`config.mk`:
```
export PLATFORM = sky130hd
export DESIGN_NAME = panel_memory_sequencer
export DESIGN_NICKNAME = d
export VERILOG_FILES = /design/src/rtl/panel_memory_sequencer.sv
export SDC_FILE = /design/constraint.sdc
export NUM_CORES = 1
export LEC_CHECK = 0
export BUFFER_PORTS_ARGS = -buffer_cell sky130_fd_sc_hd__buf_4
export CORE_UTILIZATION = 45
export CTS_BUF_LIST = sky130_fd_sc_hd__clkbuf_8
export DETAILED_ROUTE_END_ITERATION = 8
export HOLD_SLACK_MARGIN = 0.06
export PLACE_DENSITY = 0.66
export SLEW_MARGIN = 30
export SYNTH_ARGS = -nofsm -noshare
export SYNTH_HDL_FRONTEND = slang
export SYNTH_SLANG_ARGS = --single-unit
export TNS_END_PERCENT = 30
```
`constraint.sdc`:
```
create_clock -name clk -period 6.75 [get_ports clk]
set_input_delay 1.0125 -clock clk [delete_from_list [all_inputs] [get_ports clk]]
set_output_delay 1.0125 -clock clk [all_outputs]
set_load 0.01 [all_outputs]
```
`src/rtl/panel_memory_sequencer.sv`:
```
// Front-panel memory sequencer: turns panel switch edges into single
// bus cycles under HOLD/HLDA, and keeps address/data latches and protect map.
module panel_memory_sequencer #(
    parameter int MEM_LATENCY = 2,
    parameter int PAGE_BITS   = 6
) (
    input  logic        clk,
    input  logic        reset_n,
    input  logic        run,
    input  logic        examine,
    input  logic        examine_next,
    input  logic        deposit,
    input  logic        deposit_next,
    input  logic        reset_pb,
    input  logic        protect,
    input  logic        unprotect,
    input  logic [15:0] sw_addr,
    input  logic [7:0]  sw_data,
    output logic        cpu_hold,
    input  logic        cpu_hlda,
    output logic        pc_load,
    output logic [15:0] pc_value,
    output logic [15:0] mem_addr,
    output logic [7:0]  mem_wdata,
    output logic        mem_we,
    output logic        mem_re,
    input  logic [7:0]  mem_rdata,
    output logic [15:0] addr_leds,
    output logic [7:0]  data_leds,
    output logic        prot_led,
    output logic        busy
);

    localparam int         NPAGE = 1 << PAGE_BITS;
    localparam logic [2:0] LAT   = 3'(MEM_LATENCY);

    typedef enum logic [2:0] {
        S_IDLE,
        S_HOLD,
        S_WRITE,
        S_READ,
        S_WAITRD
    } state_t;

    state_t            state_q, state_d;
    logic [2:0]        cnt_q, cnt_d;
    logic [15:0]       addr_q, addr_d;
    logic [15:0]       pc_q, pc_d;
    logic              pcld_q, pcld_d;
    logic [7:0]        wdata_q, wdata_d;
    logic [7:0]        data_q, data_d;
    logic              dep_q, dep_d;
    logic [NPAGE-1:0]  map_q, map_d;
    logic [6:0]        prev_q;
    logic [6:0]        sw_now;
    logic [6:0]        rise;
    logic [15:0]       addr_inc;
    logic [PAGE_BITS-1:0] page;

    // Bit order: 6 reset_pb, 5 protect, 4 unprotect, 3 deposit_next,
    // 2 deposit, 1 examine_next, 0 examine.
    assign sw_now = {reset_pb, protect, unprotect, deposit_next,
                     deposit, examine_next, examine};
    assign rise     = sw_now & ~prev_q;
    assign addr_inc = addr_q + 16'd1;
    assign page     = addr_q[15 -: PAGE_BITS];

    always_comb begin
        state_d = state_q;
        cnt_d   = cnt_q;
        addr_d  = addr_q;
        pc_d    = pc_q;
        pcld_d  = 1'b0;
        wdata_d = wdata_q;
        data_d  = data_q;
        dep_d   = dep_q;
        map_d   = map_q;
        case (state_q)
            S_IDLE: begin
                if (rise[6]) begin
                    pcld_d = 1'b1;
                    pc_d   = 16'h0000;
                    addr_d = 16'h0000;
                end else if (!run) begin
                    if (rise[5]) begin
                        map_d[page] = 1'b1;
                    end else if (rise[4]) begin
                        map_d[page] = 1'b0;
                    end else if (rise[3]) begin
                        addr_d  = addr_inc;
                        wdata_d = sw_data;
                        dep_d   = 1'b1;
                        state_d = S_HOLD;
                    end else if (rise[2]) begin
                        wdata_d = sw_data;
                        dep_d   = 1'b1;
                        state_d = S_HOLD;
                    end else if (rise[1]) begin
                        addr_d  = addr_inc;
                        pc_d    = addr_inc;
                        pcld_d  = 1'b1;
                        dep_d   = 1'b0;
                        state_d = S_HOLD;
                    end else if (rise[0]) begin
                        addr_d  = sw_addr;
                        pc_d    = sw_addr;
                        pcld_d  = 1'b1;
                        dep_d   = 1'b0;
                        state_d = S_HOLD;
                    end
                end
            end
            S_HOLD: begin
                if (cpu_hlda) begin
                    state_d = dep_q ? S_WRITE : S_READ;
                end
            end
            S_WRITE: begin
                state_d = S_READ;
            end
            S_READ: begin
                cnt_d   = 3'd1;
                state_d = S_WAITRD;
            end
            S_WAITRD: begin
                // Final wait cycle doubles as DONE: latch data and release bus.
                if (cnt_q == LAT) begin
                    data_d  = mem_rdata;
                    state_d = S_IDLE;
                end else begin
                    cnt_d = cnt_q + 3'd1;
                end
            end
            default: begin
                state_d = S_IDLE;
            end
        endcase
    end

    always_ff @(posedge clk) begin
        if (!reset_n) begin
            state_q <= S_IDLE;
            cnt_q   <= 3'd0;
            addr_q  <= 16'h0000;
            pc_q    <= 16'h0000;
            pcld_q  <= 1'b0;
            wdata_q <= 8'h00;
            data_q  <= 8'h00;
            dep_q   <= 1'b0;
            map_q   <= '0;
            prev_q  <= 7'd0;
        end else begin
            state_q <= state_d;
            cnt_q   <= cnt_d;
            addr_q  <= addr_d;
            pc_q    <= pc_d;
            pcld_q  <= pcld_d;
            wdata_q <= wdata_d;
            data_q  <= data_d;
            dep_q   <= dep_d;
            map_q   <= map_d;
            prev_q  <= sw_now;
        end
    end

    assign cpu_hold  = (state_q != S_IDLE);
    assign busy      = (state_q != S_IDLE);
    assign mem_we    = (state_q == S_WRITE) && !map_q[page];
    assign mem_re    = (state_q == S_READ);
    assign mem_addr  = addr_q;
    assign mem_wdata = wdata_q;
    assign addr_leds = addr_q;
    assign data_leds = data_q;
    assign pc_value  = pc_q;
    assign pc_load   = pcld_q;
    assign prot_led  = map_q[page];

endmodule

```
==> results.yml, run 1 <==
run_status:
  outcome: "finished clean"
job:
  max_cap_violations: 0
detailed_routing:
  wl_um: 16840
  detail-route-antenna-nets: 0
  drc_errors: 0
  first_pass_iters: 5
  vias_per_cell: 5.574
  vias: 5825
  wire_per_inst_um: 16.11
  drtIter0Drc: 470
sta:
  finalClockSkew_ns: 0.01301
  tightest_slew_ns: 0.7769
  setup-tns-final_ns: 0
  finalSetupViolCount: 0
  rsz0062_at_grt: "no"
  max_freq_ghz: 0.2411
  final_max_slew_viol_count: 0
  min_period_ns: 4.147
  relSlewSlack_pct: 48.04
  hold_violations: 0
  fin_crit_sh_pct: 61.44
finish:
  antenna_cells: 0
  layout_common_cells: "nor2_1 (147), dfxtp_1 (126), buf_4 (116)"
  drive_gt1_share_pct: 19.54
  final_common_cell: "nor2_1"
  fillCellCount: 1323
  postLayoutCellArea_um2: 7579
  fin_nets: 899
  area_delta_synth_final_pct: 18.14
global_route:
  grt_max_degree: 98
  first_global_vias: 5306
  grt_usage_pct: 23.77
  grt_pass1_wl_um: 27120
  overflow: 0
  antenna_found_initial: 0
worst_setup_path:
  critPathMostFrequentCell: "buf_4"
  cp-start-kind: "flip-flop"
  critPathArrivalTime_ns: 3.13
  slowest_delay_ns: 0.50
  cpLargestDelayFamily: "simple AND/OR/NAND/NOR gates"
  critical_path.cell_chain: "buf_4 > mux2_4 > a221o_1 > a32oi_1 > nand3_1 > or4_4 > nor3_2 > buf_4"
  crit_type: "reg -> out"
  cp-end-kind: "primary output"
  worst-path-buf-inv: 2
  required_ns: 5.74
  crit_fanout: 29
  slowest_stage: "dfxtp_1"
clock_network:
  h-tree-depth: 4
  path_clk_slew_ns: 0.07
  clock_sinks: 127
  cts_buffers: 17
  cts-root-buf: "clkbuf_8"
  clock_latency_ns: 0.47
  post_cts_buffers: 0
  cts_tree: "done"
  clockBufferDepth: 2
  cts.repair.resized: 0
  cts_hold_buffers: 0
synth:
  netlist_area_um2: 6415
  synth_seq_cells: 127
  ys_warn_count: 0
  synth_top_area_cell: "dfxtp_1"
  synthXorXnorAreaFrac_pct: 1.911
  synth_ff_type: "dfxtp_1"
  synth-seq-area-share_pct: 39.63
  synth_edf_count: 0
  synth_top_family_by_area: "simple AND/OR/NAND/NOR gates"
  avgSynthCellArea_um2: 8.100
  synthMuxAreaShare_pct: 12.95
  synthTopCellsByArea: "dfxtp_1 (40%), mux2i_1 (12%), nor2_1 (8.6%)"
  syn_inst: 792
  synthesis.nets: 838
  postSynth.asyncResetShare_pct: 0
  synth_simple_gate_area_share_pct: 22.90
  synth_top_area_share_pct: 39.63
  synthAdderAreaFrac_pct: 0.5851
  synth_compound_area_share_pct: 15.19
  synth_cell_types: 58
floorplan:
  io_pins: 113
  row_count: 43
  dieArea_um2: 14740
  core_um2: 13880
  start_util_pct: 46.21
  die-height_um: 121.4
  die_x_um: 121.4
place:
  gp_congestion: 0.8725
  hpwl_um: 11370
  placed_cell_area_um2: 7148
  io_buffers: 112
min_path:
  min_path_type: "reg -> reg"
power_and_ir_drop:
  ir_worst_vdd_mv: 0.1634
  leakage_nw: 2.917
  cellPowerDensity_nw_per_um2: 212.6
[cell type report]
| cell class | instances | area (um^2) | share of cell area [%] |
|---|---|---|---|
| multi-input combinational | 578 | 3458 | 45.63 |
| sequential | 127 | 2544 | 33.56 |
| timing repair buffer | 117 | 882.1 | 11.64 |
| clock buffer | 21 | 289.0 | 3.814 |
| tap | 180 | 225.2 | 2.972 |
| clock inverter | 10 | 135.1 | 1.783 |
| inverter | 12 | 45.04 | 0.5944 |
[power breakdown]
part           internal, mW  switching, mW
logic                0.0532         0.0853
registers             0.757        0.00785
clock network         0.400          0.308
total                  1.21          0.401
[Yosys cell counts, types with 4 or more instances]
cell      number
buf_1          4
inv_1          9
a32oi_1        5
clkbuf_1      38
nand2b_1      13
nor2_1       147
mux2i_1       77
and3_1         5
buf_6          4
nor2b_1        9
nand2_1       62
buf_2         11
nand4_1        7
a21oi_1       46
xnor2_1        7
xor2_1         7
a31oi_1        5
buf_4         18
o31ai_1        4
dfxtp_1      127
nor3_1        13
and2_1        12
o22ai_1        8
o21ai_0       41
nand3_1       32
a22oi_1       13
o21ai_1        8
a22o_1        12
[layer usage]
| metal | track usage, % | wire (um) | vias to the layer above |
|---|---|---|---|
| met5 | 0 | 0 | - |
| met3 | 5.686 | 1058 | 24 |
| met4 | 8.488 | 270 | 0 |
| met2 | 36.90 | 7823 | 204 |
| met1 | 31.91 | 7687 | 2756 |
| li1 | - | - | 2841 |
[stage by stage]
step	hold WS [ns]	total power [mW]	worst slack, ns	instances	utilization, %
2_1_floorplan	0.4494	0.8677	3.694	792	-
3_3_place_gp	0.4641	0.9154	3.166	1014	51.39
3_5_place_dp	0.4704	0.9198	3.021	1014	51.50
4_1_cts	0.4822	1.623	2.481	1045	54.55
5_1_grt	0.5021	1.674	2.475	1045	54.60
6_report	0.4829	1.611	2.603	1045	54.60
[logic make-up (layout without fill, tap and decap cells)]
group	Yosys count	count (layout)
DFF	127	127
AOI/OAI and AO/OA	158	158
xor gates and xnor gates	14	14
muxes	82	82
buffers and inverters	87	160
and+or+nand+nor	321	321
adders and majority gates	3	3
[worst paths after layout]
| path | startpoint | end | slack, ns | cells after the start |
|---|---|---|---|---|
| hold / removal | flip-flop | flip-flop | 0.48 | 2 |
| setup reg to reg | prev_q[5] | flip-flop | 3.95 | 6 |
| hold reg to reg | flip-flop | flip-flop | 0.48 | 2 |
| setup / recovery | addr_leds[11] | mem_we | 2.60 | 8 |
[worst register-to-register path, stage by stage, from the launching register on]
cell and delay (ns):
dfxtp_1 0.33, nor2b_4 0.56, o2111a_1 0.51, nand4_1 0.62, nor2_1 0.35, mux2i_1 0.24
nor2_1 0.05
Note: power is estimated with default switching activity, not from simulation.
==> run 2: changes to the inputs <==
clock period = 4.1 ns   (was 6.75 ns; I/O delays follow)
==> results.yml, run 2 (synthesis results as in run 1) <==
clock_network:
  cts_hold_buffers: 0
  cts_tree: "done"
  clock_latency_ns: 0.44
  clock_sinks: 127
  post_cts_buffers: 0
  path_clk_slew_ns: 0.08
  clockBufferDepth: 2
  cts.repair.resized: 0
  h-tree-depth: 4
  cts-root-buf: "clkbuf_8"
  cts_buffers: 17
place:
  gp_congestion: 0.8917
  io_buffers: 112
  hpwl_um: 11750
global_route:
  grtUsageMet1_pct: 32.23
  grt_usage_pct: 24.26
  first_global_vias: 5587
  grt_use_met2_pct: 38.64
  busiest_layer: "met2"
  grt_pass1_wl_um: 27960
  grt_max_degree: 86
  antenna_found_initial: 0
  grtUsageMet3_pct: 6.109
  overflow: 0
detailed_routing:
  drtIter0Drc: 555
  vias_per_cell: 5.500
  vias: 5775
  wire_per_inst_um: 16.27
  detail-route-antenna-nets: 0
  wl_um: 17080
  first_pass_iters: 5
  drc_errors: 0
power_and_ir_drop:
  p_switching_mw: 0.6681
  swShare_pct: 25.76
  combPwrFrac_pct: 8.8
  ir_worst_vdd_mv: 0.2189
  power_frac_clock_pct: 42.6
  seqPwrFrac_pct: 48.6
  internal_power_mw: 1.925
  leakage_nw: 2.928
  cellPowerDensity_nw_per_um2: 342.0
worst_setup_path:
  crit_path_start: "addr_leds[12]"
  r2r-start: "state_q[2]"
  crit_type: "reg -> out"
  slowest_delay_ns: 0.81
  rrSetupSlack_ns: 1.51
  worst-path-buf-inv: 2
  cpLargestDelayFamily: "simple AND/OR/NAND/NOR gates"
  cp-end-kind: "primary output"
  crit_fanout: 19
  critical_path.cell_chain: "buf_4 > nand2b_1 > o211ai_1 > o21ai_0 > o211ai_1 > or4_4 > nor3_2 > buf_4"
  cp-start-kind: "flip-flop"
  slowest_stage: "dfxtp_1"
  required_ns: 3.48
  critPathArrivalTime_ns: 3.17
finish:
  drive_gt1_share_pct: 19.77
  antenna_cells: 0
  area_delta_synth_final_pct: 18.22
  fin_nets: 903
  layout_common_cells: "nor2_1 (147), dfxtp_1 (127), buf_4 (121)"
  fin_util_pct: 54.63
  final_common_cell: "nor2_1"
sta:
  max_freq_ghz: 0.2644
  min_period_ns: 3.782
  relSlewSlack_pct: 40.65
  hold_violations: 0
  rsz0062_at_grt: "no"
  finalClockSkew_ns: 0.008741
  final_max_slew_viol_count: 0
  setup-tns-final_ns: 0
  fin_crit_sh_pct: 92.24
  tightest_slew_ns: 0.8903
  finalSetupViolCount: 0
job:
  max_cap_violations: 0
floorplan:
  row_count: 43
  start_util_pct: 46.21
  core_um2: 13880
  die_x_um: 121.4
  io_pins: 113
  die-height_um: 121.4
  dieArea_um2: 14740
run_status:
  outcome: "finished clean"
min_path:
  min_path_type: "in -> reg"
  worstHoldStart: "deposit_next"
-- run 2: changes by cell type in the layout (fill, tap and decap cells not counted), sizes merged --
| cell | change |
|---|---|
| clkinv | +2 |
| inv | +1 |
| buf | +4 |
| bufinv | -1 |
| clkbuf | -1 |
-- run 2: power by group through the flow --
stage	logic (mW)	clock network, mW	registers (mW)
global route	0.252	1.18	1.26
CTS	0.228	1.13	1.26
detailed placement	0.227	0	1.29
floorplan	0.141	0	1.29
finish	0.228	1.10	1.26
global placement	0.222	0	1.29
-- run 2: routing by layer --
layer	up-vias	wire [um]
li1	2851	-
met1	2717	7896
met2	193	7934
met3	14	1063
met4	0	189
met5	-	0
-- run 2: stage by stage --
step | instances | instance area [um^2] | worst slack, ns | power [mW] | hold WS (ns)
final | 1050 | 7584 | 0.3183 | 2.593 | 0.3845
after CTS | 1050 | 7582 | 0.3206 | 2.614 | 0.3515
after global placement | 1018 | 7163 | 0.9321 | 1.510 | 0.4632
after floorplan | 792 | 6415 | 1.442 | 1.428 | 0.4494
after detailed placement | 1018 | 7172 | 0.8125 | 1.516 | 0.4670
after global routing | 1050 | 7584 | 0.1349 | 2.690 | 0.3621
-- run 2: area by class of cell --
cell class	count	area, um^2
well taps	180	225.2
fillers	1310	6297
repair buffers	121	908.4
clock inverters	12	135.1
inverters	12	45.04
clock buffers	20	275.3
flip-flops and latches	127	2542
multi-input cells	578	3452
-- run 2: path summary, 6_finish.rpt --
path / endpoint / cells after the start
worst max-delay path: mem_we / 8
worst min-delay path: prev_q[3] / 2
worst min register to register: pc_value[13] / 1
worst max register to register: flip-flop / 6
==> run 3: changes to the inputs <==
CORE_MARGIN = 3   (was default)
==> results.yml, run 3 (synthesis results as in run 1) <==
detailed_routing:
  wire_per_inst_um: 16.35
  drc_errors: 0
  vias: 5787
  vias_per_cell: 5.543
  detail-route-antenna-nets: 0
  first_pass_iters: 5
  drtIter0Drc: 602
  wl_um: 17070
clock_network:
  clock_sinks: 127
  cts_tree: "done"
  cts_hold_buffers: 0
  cts.repair.resized: 0
  clockBufferDepth: 2
  cts-root-buf: "clkbuf_8"
  clock_latency_ns: 0.44
  post_cts_buffers: 0
  cts_buffers: 17
  path_clk_slew_ns: 0.08
  h-tree-depth: 4
sta:
  finalClockSkew_ns: 0.01097
  tightest_slew_ns: 0.8918
  min_period_ns: 3.559
  setup-tns-final_ns: 0
  hold_violations: 0
  final_max_slew_viol_count: 0
  finalSetupViolCount: 0
  rsz0062_at_grt: "no"
  fin_crit_sh_pct: 86.80
  fin_hold_ws_ns: 0.3754
  max_freq_ghz: 0.2810
  relSlewSlack_pct: 40.54
power_and_ir_drop:
  cellPowerDensity_nw_per_um2: 333.1
  internal_power_mw: 1.818
  swShare_pct: 27.49
  ir_worst_vdd_mv: 0.2045
  leakage_nw: 2.892
  p_switching_mw: 0.6894
  combPwrFrac_pct: 9.1
  power_frac_clock_pct: 40.6
  seqPwrFrac_pct: 50.3
run_status:
  outcome: "finished clean"
finish:
  final_common_cell: "nor2_1"
  drive_gt1_share_pct: 19.82
  antenna_cells: 0
  fillCellCount: 1224
  fin_nets: 901
  area_delta_synth_final_pct: 17.34
  layout_common_cells: "nor2_1 (147), dfxtp_1 (125), buf_4 (119)"
global_route:
  grt_pass1_wl_um: 28080
  grt_usage_pct: 21.73
  first_global_vias: 5491
  antenna_found_initial: 0
  grt_max_degree: 87
  overflow: 0
floorplan:
  io_pins: 113
  core_um2: 13610
  row_count: 42
  start_util_pct: 47.13
  die_x_um: 125.4
  dieArea_um2: 15720
  die-height_um: 125.4
worst_setup_path:
  cp-start-kind: "flip-flop"
  crit_fanout: 28
  required_ns: 3.48
  slowest_delay_ns: 0.74
  reg2regPathDepth: 6
  cp-end-kind: "primary output"
  critical_path.cell_chain: "mux2_4 > a221o_1 > a32oi_1 > nand3_1 > or4_4 > nor3_2 > buf_4"
  worst-path-buf-inv: 1
  slowest_stage: "dfxtp_2"
  cpLargestDelayFamily: "simple AND/OR/NAND/NOR gates"
  r2r-start: "state_q[2]"
  crit_type: "reg -> out"
  rrSetupSlack_ns: 1.52
  critPathArrivalTime_ns: 2.94
job:
  max_cap_violations: 0
min_path:
  min_path_type: "in -> reg"
  worstHoldStart: "examine"
  hold_path_depth: 2
  hold_end: "prev_q[0]"
place:
  io_buffers: 112
  hpwl_um: 11830
  gp_congestion: 0.8798
[run 3: cell count changes in the layout (fill, tap and decap cells not counted)]
cell,change
buf_4,-2
bufinv_16,-1
clkbuf_8,-3
clkinv_4,-1
clkinvlp_4,+2
dfxtp_1,-2
dfxtp_2,+2
inv_6,+3
[run 3: worst max path at each step]
stage	to	cells after the start	from	slack [ns]
finish	mem_we	7	addr_leds[11]	0.54
global route	mem_we	8	addr_leds[12]	0.33
CTS	mem_we	7	addr_leds[10]	0.27
detailed placement	mem_we	7	addr_leds[10]	0.79
global placement	mem_we	7	addr_leds[11]	0.73
floorplan	mem_we	7	addr_leds[11]	1.44
[run 3: power groups by stage]
stage | clock network, mW | registers (mW) | logic [mW]
2_1_floorplan | 0 | 1.29 | 0.141
3_3_place_gp | 0 | 1.29 | 0.221
3_5_place_dp | 0 | 1.29 | 0.226
4_1_cts | 1.04 | 1.26 | 0.227
5_1_grt | 1.10 | 1.26 | 0.251
6_report | 1.02 | 1.26 | 0.227
[run 3: final cells by class]
class | instances | area [um^2] | share of cell area [%]
Clock buffer | 17 | 234.0 | 3.108
Clock inverter | 15 | 137.6 | 1.828
Inverter | 12 | 45.04 | 0.5984
Multi-Input combinational cell | 578 | 3452 | 45.86
Sequential cell | 127 | 2545 | 33.81
Tap cell | 176 | 220.2 | 2.926
Timing Repair Buffer | 119 | 893.4 | 11.87
[run 3: metal layers]
| metal | GRT usage [%] | up-vias | part of all wire, % |
|---|---|---|---|
| met5 | 0 | - | 0 |
| met4 | 6.122 | 0 | 1.2 |
| met3 | 6.994 | 17 | 8.1 |
| met2 | 33.19 | 227 | 45 |
| met1 | 29.62 | 2687 | 45 |
| li1 | - | 2856 | - |
[run 3: worst reg2reg max path, delay by kind of cell (launching register included)]
| kind | cells | cell delay (ns) |
|---|---|---|
| flops | 1 | 0.37 |
| compound gates | 1 | 0.48 |
| mux | 1 | 0.23 |
| simple gates | 4 | 1.36 |
[run 3: per-stage QoR]
step           area, um^2  setup slack [ns]  util, %  total power [mW]  std cells
3_5_place_dp         7153            0.7950    52.56             1.516       1012
5_1_grt              7527            0.3350    55.30             2.612       1044
3_3_place_gp         7143            0.7317    52.48             1.510       1012
4_1_cts              7525            0.2723    55.29             2.532       1044
6_report             7527            0.5414    55.30             2.508       1044
2_1_floorplan        6415             1.442        -             1.428        792
